==> config.mk <==
export PLATFORM = sky130hd
export DESIGN_NAME = ws281x_decode_flat
export DESIGN_NICKNAME = d
export VERILOG_FILES = /design/src/rtl/ws281x_decode_if.sv /design/src/rtl/ws281x_decode.sv /design/src/flat_wrapper.sv
export SDC_FILE = /design/constraint.sdc
export NUM_CORES = 1
export LEC_CHECK = 0
export CORE_MARGIN = 1
export CORE_UTILIZATION = 45
export DETAILED_ROUTE_END_ITERATION = 7
export GPL_TIMING_DRIVEN = 0
export HOLD_SLACK_MARGIN = 0.12
export PLACE_DENSITY_LB_ADDON = 0.15
export SYNTH_ARGS = -nofsm -noshare
export SYNTH_HDL_FRONTEND = slang
export SYNTH_SLANG_ARGS = --single-unit
==> constraint.sdc <==
create_clock -name clk_in -period 3.7 [get_ports clk_in]
set_clock_uncertainty 0.1 [all_clocks]
set_input_delay 0.555 -clock clk_in [delete_from_list [all_inputs] [get_ports clk_in]]
set_output_delay 0.555 -clock clk_in [all_outputs]
set_load 0.05 [all_outputs]
==> src/rtl/ws281x_decode_if.sv <==
// Byte-lane write port produced by the WS281x receiver, shaped like the LED layer RAM write side.
// The decoder drives it through the master modport; a RAM or checker listens through the slave modport.
interface ws281x_decode_if #(
   parameter int ADDR_WIDTH = 6
);
   logic                  wr_en_out;
   logic [ADDR_WIDTH-1:0] wr_addr_out;
   logic [7:0]            wr_data_out;
   logic [3:0]            wr_byte_en_out;
   logic                  wr_done_out;
   logic                  frame_err_out;

   modport master (
      output wr_en_out,
      output wr_addr_out,
      output wr_data_out,
      output wr_byte_en_out,
      output wr_done_out,
      output frame_err_out
   );

   modport slave (
      input wr_en_out,
      input wr_addr_out,
      input wr_data_out,
      input wr_byte_en_out,
      input wr_done_out,
      input frame_err_out
   );
endinterface

==> src/rtl/ws281x_decode.sv <==
// WS281x line receiver: classifies high-pulse widths into bits and writes MSB-first bytes into 32-bit word lanes.
// Define WS281X_DECODE_STAT_EN to add per-frame byte_cnt_out / glitch_cnt_out statistics.
//
// state      | meaning
// S_WAIT_RST | waiting for a low gap of rst_cnt_in cycles before decoding
// S_IDLE     | line low between bits; watches for rise or end-of-frame gap
// S_HIGH     | line high; pulse width measured, classified on the falling edge
module ws281x_decode #(
   parameter int SYNC_STAGES = 2,
   parameter int ADDR_WIDTH  = 6
) (
   input  logic        clk_in,
   input  logic        rst_n_in,
   input  logic        ws281x_code_in,
   input  logic [7:0]  bit_thr_in,
   input  logic [7:0]  min_high_in,
   input  logic [15:0] rst_cnt_in,
   ws281x_decode_if.master wr_if
`ifdef WS281X_DECODE_STAT_EN
   ,
   output logic [ADDR_WIDTH+2:0] byte_cnt_out,
   output logic [7:0]            glitch_cnt_out
`endif
);

   typedef enum logic [1:0] {
      S_WAIT_RST = 2'd0,
      S_IDLE     = 2'd1,
      S_HIGH     = 2'd2
   } state_t;

   localparam logic [ADDR_WIDTH-1:0] ADDR_MAX = {ADDR_WIDTH{1'b1}};

   state_t state_q, state_d;

   logic [SYNC_STAGES-1:0] sync_q;
   logic                   line_s, line_d;
   logic                   rise, fall;
   logic [7:0]             high_cnt;
   logic [15:0]            low_cnt;
   logic [15:0]            rst_eff;

   logic [7:0]            shreg;
   logic [2:0]            bit_cnt;
   logic [1:0]            byte_idx;
   logic [ADDR_WIDTH-1:0] addr;
   logic                  full;
   logic                  frame_active;
   logic                  clr_pend;

   logic       leave_wait, stuck, frame_end, shift_en, glitch_ev, err_clr;
   logic       bit_val;
   logic [7:0] shreg_nxt;

   assign line_s    = sync_q[SYNC_STAGES-1];
   assign rise      = line_s & ~line_d;
   assign fall      = ~line_s & line_d;
   assign rst_eff   = (rst_cnt_in == 16'd0) ? 16'd1 : rst_cnt_in;
   assign bit_val   = (high_cnt >= bit_thr_in);
   assign shreg_nxt = {shreg[6:0], bit_val};

   always_ff @(posedge clk_in or negedge rst_n_in) begin
      if (!rst_n_in) begin
         sync_q   <= '0;
         line_d   <= 1'b0;
         high_cnt <= 8'd0;
         low_cnt  <= 16'd0;
      end else begin
         sync_q <= {sync_q[SYNC_STAGES-2:0], ws281x_code_in};
         line_d <= line_s;
         if (rise)
            high_cnt <= 8'd1;
         else if (line_s && high_cnt != 8'hFF)
            high_cnt <= high_cnt + 8'd1;
         if (fall)
            low_cnt <= 16'd1;
         else if (!line_s && low_cnt != 16'hFFFF)
            low_cnt <= low_cnt + 16'd1;
      end
   end

   always_ff @(posedge clk_in or negedge rst_n_in) begin
      if (!rst_n_in)
         state_q <= S_WAIT_RST;
      else
         state_q <= state_d;
   end

   always_comb begin
      state_d = state_q;
      unique case (state_q)
         S_WAIT_RST: if (leave_wait) state_d = S_IDLE;
         S_IDLE:     if (rise) state_d = S_HIGH;
         S_HIGH: begin
            if (stuck)
               state_d = S_WAIT_RST;
            else if (fall)
               state_d = S_IDLE;
         end
         default:    state_d = S_WAIT_RST;
      endcase
   end

   // On the fall cycle low_cnt still holds the previous gap, so it must not qualify a wait exit.
   always_comb begin
      leave_wait = (state_q == S_WAIT_RST) && !line_s && !fall && (low_cnt >= rst_eff);
      stuck      = (state_q == S_HIGH) && line_s && (high_cnt == 8'hFF);
      frame_end  = (state_q == S_IDLE) && !line_s && frame_active && (low_cnt == rst_eff);
      shift_en   = (state_q == S_HIGH) && fall && (high_cnt >= min_high_in);
      glitch_ev  = (state_q == S_HIGH) && fall && (high_cnt < min_high_in);
      err_clr    = (state_q == S_IDLE) && rise && clr_pend;
   end

`ifdef WS281X_DECODE_STAT_EN
   logic [ADDR_WIDTH+2:0] bytes_wr;
   logic [7:0]            glitch_frm;
`endif

   always_ff @(posedge clk_in or negedge rst_n_in) begin
      if (!rst_n_in) begin
         shreg                <= 8'd0;
         bit_cnt              <= 3'd0;
         byte_idx             <= 2'd0;
         addr                 <= '0;
         full                 <= 1'b0;
         frame_active         <= 1'b0;
         clr_pend             <= 1'b0;
         wr_if.wr_en_out      <= 1'b0;
         wr_if.wr_addr_out    <= '0;
         wr_if.wr_data_out    <= 8'd0;
         wr_if.wr_byte_en_out <= 4'd0;
         wr_if.wr_done_out    <= 1'b0;
         wr_if.frame_err_out  <= 1'b0;
`ifdef WS281X_DECODE_STAT_EN
         bytes_wr       <= '0;
         glitch_frm     <= 8'd0;
         byte_cnt_out   <= '0;
         glitch_cnt_out <= 8'd0;
`endif
      end else begin
         wr_if.wr_en_out   <= 1'b0;
         wr_if.wr_done_out <= 1'b0;
         if (wr_if.wr_done_out || err_clr)
            wr_if.frame_err_out <= 1'b0;
         if (leave_wait)
            clr_pend <= 1'b1;
         else if (err_clr)
            clr_pend <= 1'b0;

         if (stuck || frame_end) begin
            shreg        <= 8'd0;
            bit_cnt      <= 3'd0;
            byte_idx     <= 2'd0;
            addr         <= '0;
            full         <= 1'b0;
            frame_active <= 1'b0;
`ifdef WS281X_DECODE_STAT_EN
            bytes_wr   <= '0;
            glitch_frm <= 8'd0;
`endif
         end

         if (stuck)
            wr_if.frame_err_out <= 1'b1;

         if (frame_end) begin
            wr_if.wr_done_out <= 1'b1;
            if (bit_cnt != 3'd0)
               wr_if.frame_err_out <= 1'b1;
`ifdef WS281X_DECODE_STAT_EN
            byte_cnt_out   <= bytes_wr;
            glitch_cnt_out <= glitch_frm;
`endif
         end

`ifdef WS281X_DECODE_STAT_EN
         if (glitch_ev && glitch_frm != 8'hFF)
            glitch_frm <= glitch_frm + 8'd1;
`endif

         if (shift_en) begin
            shreg        <= shreg_nxt;
            bit_cnt      <= bit_cnt + 3'd1;
            frame_active <= 1'b1;
            if (bit_cnt == 3'd7) begin
               // Once the last lane of the last word is written, further bytes only flag an error.
               if (full) begin
                  wr_if.frame_err_out <= 1'b1;
               end else begin
                  wr_if.wr_en_out      <= 1'b1;
                  wr_if.wr_data_out    <= shreg_nxt;
                  wr_if.wr_addr_out    <= addr;
                  wr_if.wr_byte_en_out <= 4'b1000 >> byte_idx;
                  byte_idx             <= byte_idx + 2'd1;
`ifdef WS281X_DECODE_STAT_EN
                  bytes_wr <= bytes_wr + 1'b1;
`endif
                  if (byte_idx == 2'd3) begin
                     if (addr == ADDR_MAX)
                        full <= 1'b1;
                     else
                        addr <= addr + 1'b1;
                  end
               end
            end
         end
      end
   end

endmodule

==> src/flat_wrapper.sv <==
// flat-port wrapper written by rule: the top's interface ports become plain ports
module ws281x_decode_flat 
#(
   parameter int SYNC_STAGES = 2,
   parameter int ADDR_WIDTH  = 6
)
  (clk_in, rst_n_in, ws281x_code_in, bit_thr_in, min_high_in, rst_cnt_in, wr_if_wr_en_out, wr_if_wr_addr_out, wr_if_wr_data_out, wr_if_wr_byte_en_out, wr_if_wr_done_out, wr_if_frame_err_out);
  ws281x_decode_if #(.ADDR_WIDTH(ADDR_WIDTH)) wr_if_i ();
  input  logic clk_in;
  input  logic rst_n_in;
  input  logic ws281x_code_in;
  input  logic [7:0] bit_thr_in;
  input  logic [7:0] min_high_in;
  input  logic [15:0] rst_cnt_in;
  output wire logic [$bits(wr_if_i.wr_en_out)-1:0] wr_if_wr_en_out;
  output wire logic [$bits(wr_if_i.wr_addr_out)-1:0] wr_if_wr_addr_out;
  output wire logic [$bits(wr_if_i.wr_data_out)-1:0] wr_if_wr_data_out;
  output wire logic [$bits(wr_if_i.wr_byte_en_out)-1:0] wr_if_wr_byte_en_out;
  output wire logic [$bits(wr_if_i.wr_done_out)-1:0] wr_if_wr_done_out;
  output wire logic [$bits(wr_if_i.frame_err_out)-1:0] wr_if_frame_err_out;
  assign wr_if_wr_en_out = wr_if_i.wr_en_out;
  assign wr_if_wr_addr_out = wr_if_i.wr_addr_out;
  assign wr_if_wr_data_out = wr_if_i.wr_data_out;
  assign wr_if_wr_byte_en_out = wr_if_i.wr_byte_en_out;
  assign wr_if_wr_done_out = wr_if_i.wr_done_out;
  assign wr_if_frame_err_out = wr_if_i.frame_err_out;
  ws281x_decode #(.SYNC_STAGES(SYNC_STAGES), .ADDR_WIDTH(ADDR_WIDTH)) u_core (.clk_in(clk_in), .rst_n_in(rst_n_in), .ws281x_code_in(ws281x_code_in), .bit_thr_in(bit_thr_in), .min_high_in(min_high_in), .rst_cnt_in(rst_cnt_in), .wr_if(wr_if_i));
endmodule
==> run metrics <==
Worst Tran Pin Value=972 ps; Internal=0.00134 W; root buf cell=clkbuf_8; critical path arrival=3380 ps; Final nets=552; ys async rst share=100%; DRT Wirelength=8.54 mm; Final ANT Viol Nets=0; most common cell in the netlist=dfrtp_1; CTS max path bufs=2; Pre-Repair DR Iteration Count=4; Post-Synth XOR/XNOR Area=4.06%; cell taking the most area after synthesis=dfrtp_1; synthesized cell area=4100 sq um; placer's final routability congestion estimate=0.802; type of origin of the critical path=primary input; maximum vdd drop=0.000202 V; clock latency on the worst-skew pair=360 ps; Vias=3142; Tcrit/Tclk final=87.4%; Net Sw Frac=27.3%; Sw Pwr=0.000501 W; TNS Setup=0 ps; port buffer count=55; top-level I/O count=56; Yosys cell types=49; post-synthesis simple-gate area fraction=15.9%; area growth from synthesis to layout=23.2%; status=completed; syn_area_per_cell=10.1 sq um; drt initial violations=125; global-route wire length before repair=14.8 mm; Total GRT Usage=19.3%; mux contribution to synthesized area=5.81%; top cell type's share of synthesized area=43.4%; Die ar.=9490 sq um; Synth Instances=407; CP max FO=10; hpwl dp=6.16 mm; largest family of logic cells by synthesized area=simple AND/OR/NAND/NOR gates; Max Freq=0.309 GHz; Die X=97.4 um; final setup vio count=0; CP required=3840 ps; Num Clock Sinks=71; fin crit period=3230 ps; relative slew slack=34.8%; CTS tree=yes; main area contributors after synthesis=dfrtp_1, ha_1, mux2_2, inv_1, nor2_1; worst hold path class=flip-flop to flip-flop; clk slew on worst S/H paths=80 ps; post-placement cell count=571; H-tree depth=3; YS warnings=0; vias per cell=5.34; FP Rows=34; max-cap violation count=0; most common library cells after synthesis=dfrtp_1, inv_1, ha_1, nor2_1, nand2_1; core region area=8760 sq um; Fin. Hold Viols=0; initial antenna violation count=0; PwrDens=364 nW/um^2; complex-gate fraction of the synthesized area=12.4%; Initial Util=46.7%; Clk network pwr share=39.4%; Vert. Die Dim=97.4 um; Sequential Power Share=46.6%; Finished Layout Cells=588; number of synthesized flops with an enable pin=0; #FFs+latches synth=71; total grt overflow=0; final slew viol count=0; vias in the first global route=3070; share of cells above drive strength 1=12.3%; unrepaired setup endpoints after global routing=false; Seq/Total Area, Yosys=43.4%; cts bufs inserted=9; WL per Instance=14.5 um; DRC=0; PostCTS Resize Cnt=0; Synth Area in Adders=12.8%; Worst Setup End Kind=flip-flop; Ant. Diodes=0; Synthesized Nets=484; main flop type after synthesis=dfrtp_1; crit path kind=primary input to flip-flop; largest net degree at the start of global routing=71; Leak Pwr=2.49 nW; combinational group share of total power=14.0%
==> cell usage in the layout (no fill, tap or decap), types with 6 or more instances in the layout <==
cell	count
ha_1	42
clkdlybuf4s50_1	54
a21o_1	6
nand4_1	14
a21oi_1	15
xor2_1	9
inv_1	47
nor3_1	7
nor2_1	32
clkbuf_8	10
dfrtp_1	71
mux2_2	18
a22o_2	8
xnor2_1	10
nand3_1	13
nand2_1	27
o21ai_0	19
==> area by class of cell <==
cell class,count,area (sq um)
fill,816,3720
multi-input combinational,279,2090
sequential,71,1780
timing repair buffer,57,586
inverter,47,176
clock buffer,10,138
tap,108,135
clock inverter,6,92.6
buffer,10,56.3
==> critical path, cell delays in order <==
cell and delay (ps):
clkdlybuf4s50_1 430, nor4_1 370, a41o_1 240, ha_1 150, nand4_1 90, or4b_4 530, nor4_4 250, nor2b_2 80
buf_6 140, and2_4 150, buf_6 130, mux2_4 250
==> kinds of logic (layout without fill, tap and decap cells) <==
group	count (synthesis)	in the layout
DFF	71	71
adders and majority gates	42	42
xor gates and xnor gates	19	19
buffers and inverters	57	130
and+or+nand+nor	122	122
muxes	21	21
AOI/OAI and AO/OA	75	75
==> flip-flops by register name, indices dropped and copies added (netlist names), 3 cells and up <==
name,count
u_core.low_cnt,16
u_core.high_cnt,8
u_core.wr_if.wr_data_out,8
u_core.shreg,7
u_core.addr,6
u_core.wr_if.wr_addr_out,6
u_core.wr_if.wr_byte_en_out,4
u_core.bit_cnt,3
==> power groups by stage <==
stage / Clock (W) / Sequential, W / Combinational (W)
6_report: 0.000724 / 0.000857 / 0.000256
5_1_grt: 0.000764 / 0.000863 / 0.000293
4_1_cts: 0.000734 / 0.000856 / 0.000261
3_5_place_dp: 0 / 0.000871 / 0.000257
3_3_place_gp: 0 / 0.000871 / 0.000244
2_1_floorplan: 0 / 0.000867 / 0.000147
==> through the flow <==
stage	worst slack, ps	hold slack [ps]	area [sq um]	total power, W	utilization [%]
final	468	271	5050	0.00184	57.6
after global routing	355	279	5050	0.00192	57.6
after CTS	441	271	5050	0.00185	57.6
after detailed placement	65.7	256	4810	0.00113	54.8
after global placement	-566	232	4780	0.00112	54.6
after floorplan	874	159	4100	0.00101	-
==> path summary, 6_finish.rpt <==
check,from,endpoint,slack (ps),depth (start not counted)
worst min-delay path,u_core.sync_q[0],u_core.sync_q[1],270,0
worst min register to register,u_core.sync_q[0],u_core.sync_q[1],270,0
max in group asynchronous,rst_n_in,u_core.low_cnt[2],2540,3
worst max-delay path,rst_cnt_in[9],u_core.bit_cnt[0],470,12
min in group asynchronous,rst_n_in,u_core.high_cnt[6],430,2
worst max register to register,u_core.high_cnt[0],u_core.wr_if.wr_data_out[6],800,9
==> routing by layer <==
layer  vias to the layer above  share of wire, %  track usage [%]
li1                       1569                 -                -
met4                         0               1.4             7.47
met2                        42                46             30.3
met5                         -                 0                0
met1                      1519                50             27.0
met3                        12               2.7             3.02
==> repair_timing <==
item,CTS,global route
setup buffers,0,0
hold buffers,1,0
hold endpoints to repair,1,0
No activity file was read; power rests on OpenSTA's default activity.
